## src/rtl/mvau_stream_ctrl_fsm.sv

```systemverilog
// MVAU stream controller: folds one SF-beat input vector through NF filter-bank
// passes, driving buffer/weight addresses, accumulator strobes and result valid.
module mvau_stream_ctrl_fsm #(
    parameter int SF           = 8,
    parameter int NF           = 4,
    parameter int WMEM_DEPTH   = SF * NF,
    parameter int WMEM_ADDR_BW = (WMEM_DEPTH > 1) ? $clog2(WMEM_DEPTH) : 1,
    parameter int SF_BW        = (SF > 1) ? $clog2(SF) : 1,
    parameter int PIPE_LAT     = 2
) (
    input  logic                    aclk,
    input  logic                    aresetn,
    input  logic                    in_v_i,
    output logic                    in_rdy_o,
    input  logic                    out_rdy_i,
    output logic                    out_v_o,
    output logic                    inbuf_wr_en_o,
    output logic [SF_BW-1:0]        inbuf_wr_addr_o,
    output logic [SF_BW-1:0]        inbuf_rd_addr_o,
    output logic [WMEM_ADDR_BW-1:0] wmem_addr_o,
    output logic                    mac_en_o,
    output logic                    acc_clr_o,
    output logic                    acc_last_o,
    output logic                    busy_o
);

    localparam int NF_BW = (NF > 1) ? $clog2(NF) : 1;
    localparam logic [SF_BW-1:0]        SF_LAST   = SF_BW'(SF - 1);
    localparam logic [NF_BW-1:0]        NF_LAST   = NF_BW'(NF - 1);
    localparam logic [WMEM_ADDR_BW-1:0] WMEM_LAST = WMEM_ADDR_BW'(WMEM_DEPTH - 1);

    if (WMEM_DEPTH != SF * NF) begin : g_depth_chk
        $error("mvau_stream_ctrl_fsm: WMEM_DEPTH must equal SF*NF");
    end

    typedef enum logic {
        FILL  = 1'b0,
        REUSE = 1'b1
    } state_e;

    state_e                  state_q;
    logic [SF_BW-1:0]        sf_cnt_q;
    logic [NF_BW-1:0]        nf_cnt_q;
    logic [WMEM_ADDR_BW-1:0] wmem_addr_q;
    logic [PIPE_LAT-1:0]     pipe_q;

    logic out_v, stall, fill, in_rdy, beat, sf_wrap, last;

    // Every handshake output is forced low while reset is held, even before the edge.
    assign out_v   = aresetn & pipe_q[PIPE_LAT-1];
    assign stall   = out_v & ~out_rdy_i;
    assign fill    = (state_q == FILL);
    assign in_rdy  = aresetn & fill & ~stall;
    assign beat    = aresetn & (fill ? (in_v_i & in_rdy) : ~stall);
    assign sf_wrap = (sf_cnt_q == SF_LAST);
    assign last    = beat & sf_wrap;

    always_ff @(posedge aclk) begin
        if (!aresetn) begin
            state_q     <= FILL;
            sf_cnt_q    <= '0;
            nf_cnt_q    <= '0;
            wmem_addr_q <= '0;
            pipe_q      <= '0;
        end else begin
            if (beat) begin
                sf_cnt_q    <= sf_wrap ? '0 : sf_cnt_q + SF_BW'(1);
                wmem_addr_q <= (wmem_addr_q == WMEM_LAST) ? '0 : wmem_addr_q + WMEM_ADDR_BW'(1);
                if (sf_wrap) begin
                    nf_cnt_q <= (nf_cnt_q == NF_LAST) ? '0 : nf_cnt_q + NF_BW'(1);
                    if (state_q == FILL && NF > 1) begin
                        state_q <= REUSE;
                    end else if (state_q == REUSE && nf_cnt_q == NF_LAST) begin
                        state_q <= FILL;
                    end
                end
            end
            // Result pipeline freezes with the downstream so a held out_v is never lost.
            if (!stall) begin
                pipe_q[0] <= last;
                for (int i = 1; i < PIPE_LAT; i++) begin
                    pipe_q[i] <= pipe_q[i-1];
                end
            end
        end
    end

    assign in_rdy_o        = in_rdy;
    assign out_v_o         = out_v;
    assign mac_en_o        = beat;
    assign inbuf_wr_en_o   = beat & fill;
    assign inbuf_wr_addr_o = sf_cnt_q;
    assign inbuf_rd_addr_o = sf_cnt_q;
    assign wmem_addr_o     = wmem_addr_q;
    assign acc_clr_o       = beat & (sf_cnt_q == '0);
    assign acc_last_o      = last;
    assign busy_o          = (sf_cnt_q != '0) | (nf_cnt_q != '0) | (|pipe_q);

endmodule

```

## config.mk

```make
export PLATFORM = sky130hd
export DESIGN_NAME = mvau_stream_ctrl_fsm
export DESIGN_NICKNAME = d
export VERILOG_FILES = /design/src/rtl/mvau_stream_ctrl_fsm.sv
export SDC_FILE = /design/constraint.sdc
export NUM_CORES = 1
export LEC_CHECK = 0
export ABC_AREA = 1
export BUFFER_PORTS_ARGS = -buffer_cell sky130_fd_sc_hd__buf_4
export CAP_MARGIN = 20
export CORE_MARGIN = 5
export CORE_UTILIZATION = 45
export CTS_CLUSTER_SIZE = 14
export DETAILED_ROUTE_END_ITERATION = 16
export GPL_ROUTABILITY_DRIVEN = 0
export PLACE_DENSITY = 0.71
export SYNTH_ARGS = -nofsm -noshare
export SYNTH_HDL_FRONTEND = slang
export SYNTH_SLANG_ARGS = --single-unit
```

## constraint.sdc

```tcl
create_clock -name aclk -period 1.7 [get_ports aclk]
set_clock_uncertainty 0.05 [all_clocks]
set_input_delay 0.255 -clock aclk [delete_from_list [all_inputs] [get_ports aclk]]
set_output_delay 0.255 -clock aclk [all_outputs]
set_load 0.05 [all_outputs]
```

==> out/results.ini <==
[place]
dp_hpwl_mm=1.28
io_buffers=21
dp_cells=140
place_ws_ns=0.273

[die]
start_util_pct=46.1
die_y_um=51.6
ios=22
die_w_um=51.6
core_um2=1690
die_area_um2=2660
row_count=15

[clocking]
insertion_delay_ns=0.27
root_buffer=clkbuf_4
cts_made_buffers=3
cts_tree=built
cts_sinks=13
clk_pin_slew_worst_paths_ns=0.09
clockBufferDepth=2
h-tree-depth=1

[detailed_routing]
met1_length_um=733
routed-via-count=694
wl_per_cell_um=11.1
routed_wl_mm=1.59
drc_errors=0
drtIter0Drc=6
dr_wl_met2_um=790
ant_nets=0
top_layer_used=met4
met3WireLength_um=58
first_pass_iters=4
via_per_inst=4.82

[worst_setup_path]
r2r_start=wmem_addr_o[0]
worst_setup_path_start_kind=flop
setup.worst_path.start=inbuf_rd_addr_o[0]
cp_top_family=adder cells
crit_chain=ha_1 > ha_2 > nand3_4 > clkinv_2 > buf_6
cp.buffers_inverters=2
cp_max_fo=6
end_kind=primary output
cp_slowest_stage_delay_ns=0.36
cp_data_required_time_ns=1.39
cp_slowest_cell=dfxtp_4
arrival_ns=1.36
critPathKind=flop to primary output

[pwr]
power.total_mw=0.747
ir_drop_v=0.000419
p_leak_nw=0.490
internal_power_mw=0.472
clock_power_share_pct=26.2
p_sw_share_pct=36.8
power_density_nw_per_um2=773
p_comb_share_pct=29.8
power_switching_mw=0.275
sequentialPowerShare_pct=43.9

[cells_and_area]
num-nets-final=139
syn_to_final_growth_pct=24.1
drive_gt1_share_pct=33.1
antenna_cells=0
final_cells=144

[synthesis]
syn_nets=117
ys_warn_count=0
synth.avg_cell_area_um2=7.34
synthCells=106
synth_seq_area_share_pct=33.4
synth_cell_types=20
synth.cell_area_um2=778
ys_ff_latch=13

[sta]
relSlewSlack_pct=82.5
period_minus_slack_ns=1.66
setup_violations=0
timing.final.crit_share_pct=97.9
worst_pin_slew_ns=0.262
slew_violations=0
layout_setup_ws_ns=0.0358
rsz0062_at_grt=yes
finalSetupTns_ns=0
fmax_mhz=601
whs_ns=0.234
hold_violations=0

[grt]
grt_max_degree=11
antenna_found_initial=0
grt_overflow_total=0
grtUsageTotal_pct=13.7
grt_first_pass_wirelength_mm=2.79
grt_pass1_vias=655

[worst_hold_path]
hold_start=aresetn
hold_class=input pin to flop

[job]
cap_violations=0

[outcome]
status=finished, final reports clean

==> tightest hold or removal path: stages <==
cell     delay, ns
buf_4         0.16
nand2_1       0.07
nor2_1        0.03
==> through the flow <==
| stage | cell area, um2 | utilization [%] |
|---|---|---|
| CTS | 958 | 56.7 |
| detailed placement | 928 | 55.0 |
| finish | 966 | 57.2 |
| global placement | 928 | 55.0 |
| global route | 966 | 57.2 |
| floorplan | 783 | - |
==> registers in the layout, summed over array words and instances (netlist names) <==
name and cells:
inbuf_rd_addr_o 3, nf_cnt_q 2, pipe_q 2, state_q 1, wmem_addr_o 5
==> cells by family (layout without fill, tap and decap cells) <==
group	count (synthesis)	in the layout	synth area share, %
AO/OA/AOI/OAI	10	10	8.36
adder cells (fa/ha/maj)	7	7	11.3
buffers and inverters	19	40	11.9
flip-flops	13	13	33.4
AND/OR/NAND/NOR	57	57	35.0
==> cell usage after synthesis <==
master | number | area share, %
nand2_1 | 27 | 13
nor2_1 | 18 | 8.7
dfxtp_1 | 13 | 33
inv_1 | 13 | 6.3
ha_1 | 7 | 11
a21oi_1 | 3 | 1.9
buf_4 | 3 | 2.9
nand3_1 | 3 | 1.9
o21ai_2 | 3 | 3.4
nand2_2 | 2 | 1.6
nand3_4 | 2 | 4.5
nand4_1 | 2 | 1.6
nor2_4 | 2 | 2.9
o21ai_0 | 2 | 1.3
a21oi_2 | 1 | 1.1
buf_6 | 1 | 1.4
clkinv_1 | 1 | 0.48
inv_4 | 1 | 0.80
nor2_2 | 1 | 0.80
o21ai_1 | 1 | 0.64
==> final timing paths <==
path,end,slack (ns),cells past startpoint
worst min-delay path,nf_cnt_q[1],0.23,3
worst max-delay path,acc_last_o,0.04,5
worst max register to register,wmem_addr_o[3],0.29,7
worst min register to register,pipe_q[0],0.44,2
==> cell type report <==
class	count	area, um2
inverter	15	60.1
sequential	13	267
clock buffer	4	26.3
tap	17	21.3
multi-input combinational	74	430
fill	153	723
timing repair buffer	21	161
==> cell usage in the layout (no fill, tap or decap), drive strengths merged <==
master  count
nand2      29
clkbuf      4
dfxtp      13
nor2       21
clkinv      1
ha          7
o21ai       6
buf        21
nand3       5
inv        14
a21oi       4
nand4       2
==> routing by layer <==
| metal | vias to the layer above | GRT usage [%] |
|---|---|---|
| met3 | 2 | 3.72 |
| met5 | - | 0 |
| met4 | 0 | 4.37 |
| met1 | 311 | 18.3 |
| met2 | 10 | 21.2 |
| li1 | 371 | - |
==> power groups by stage <==
stage,clock [mW],sequential (mW),combinational [mW]
floorplan,0,0.370,0.135
global placement,0,0.334,0.223
detailed placement,0,0.335,0.224
CTS,0.203,0.329,0.225
global route,0.218,0.331,0.237
finish,0.196,0.328,0.223
==> what timing repair did <==
action,CTS,global route
gates resized for setup,2,3
cloned,0,0
hold buffers,0,0
setup endpoints to repair,1,2
buffers inserted,0,0
No activity file was read; power rests on OpenSTA's default activity.
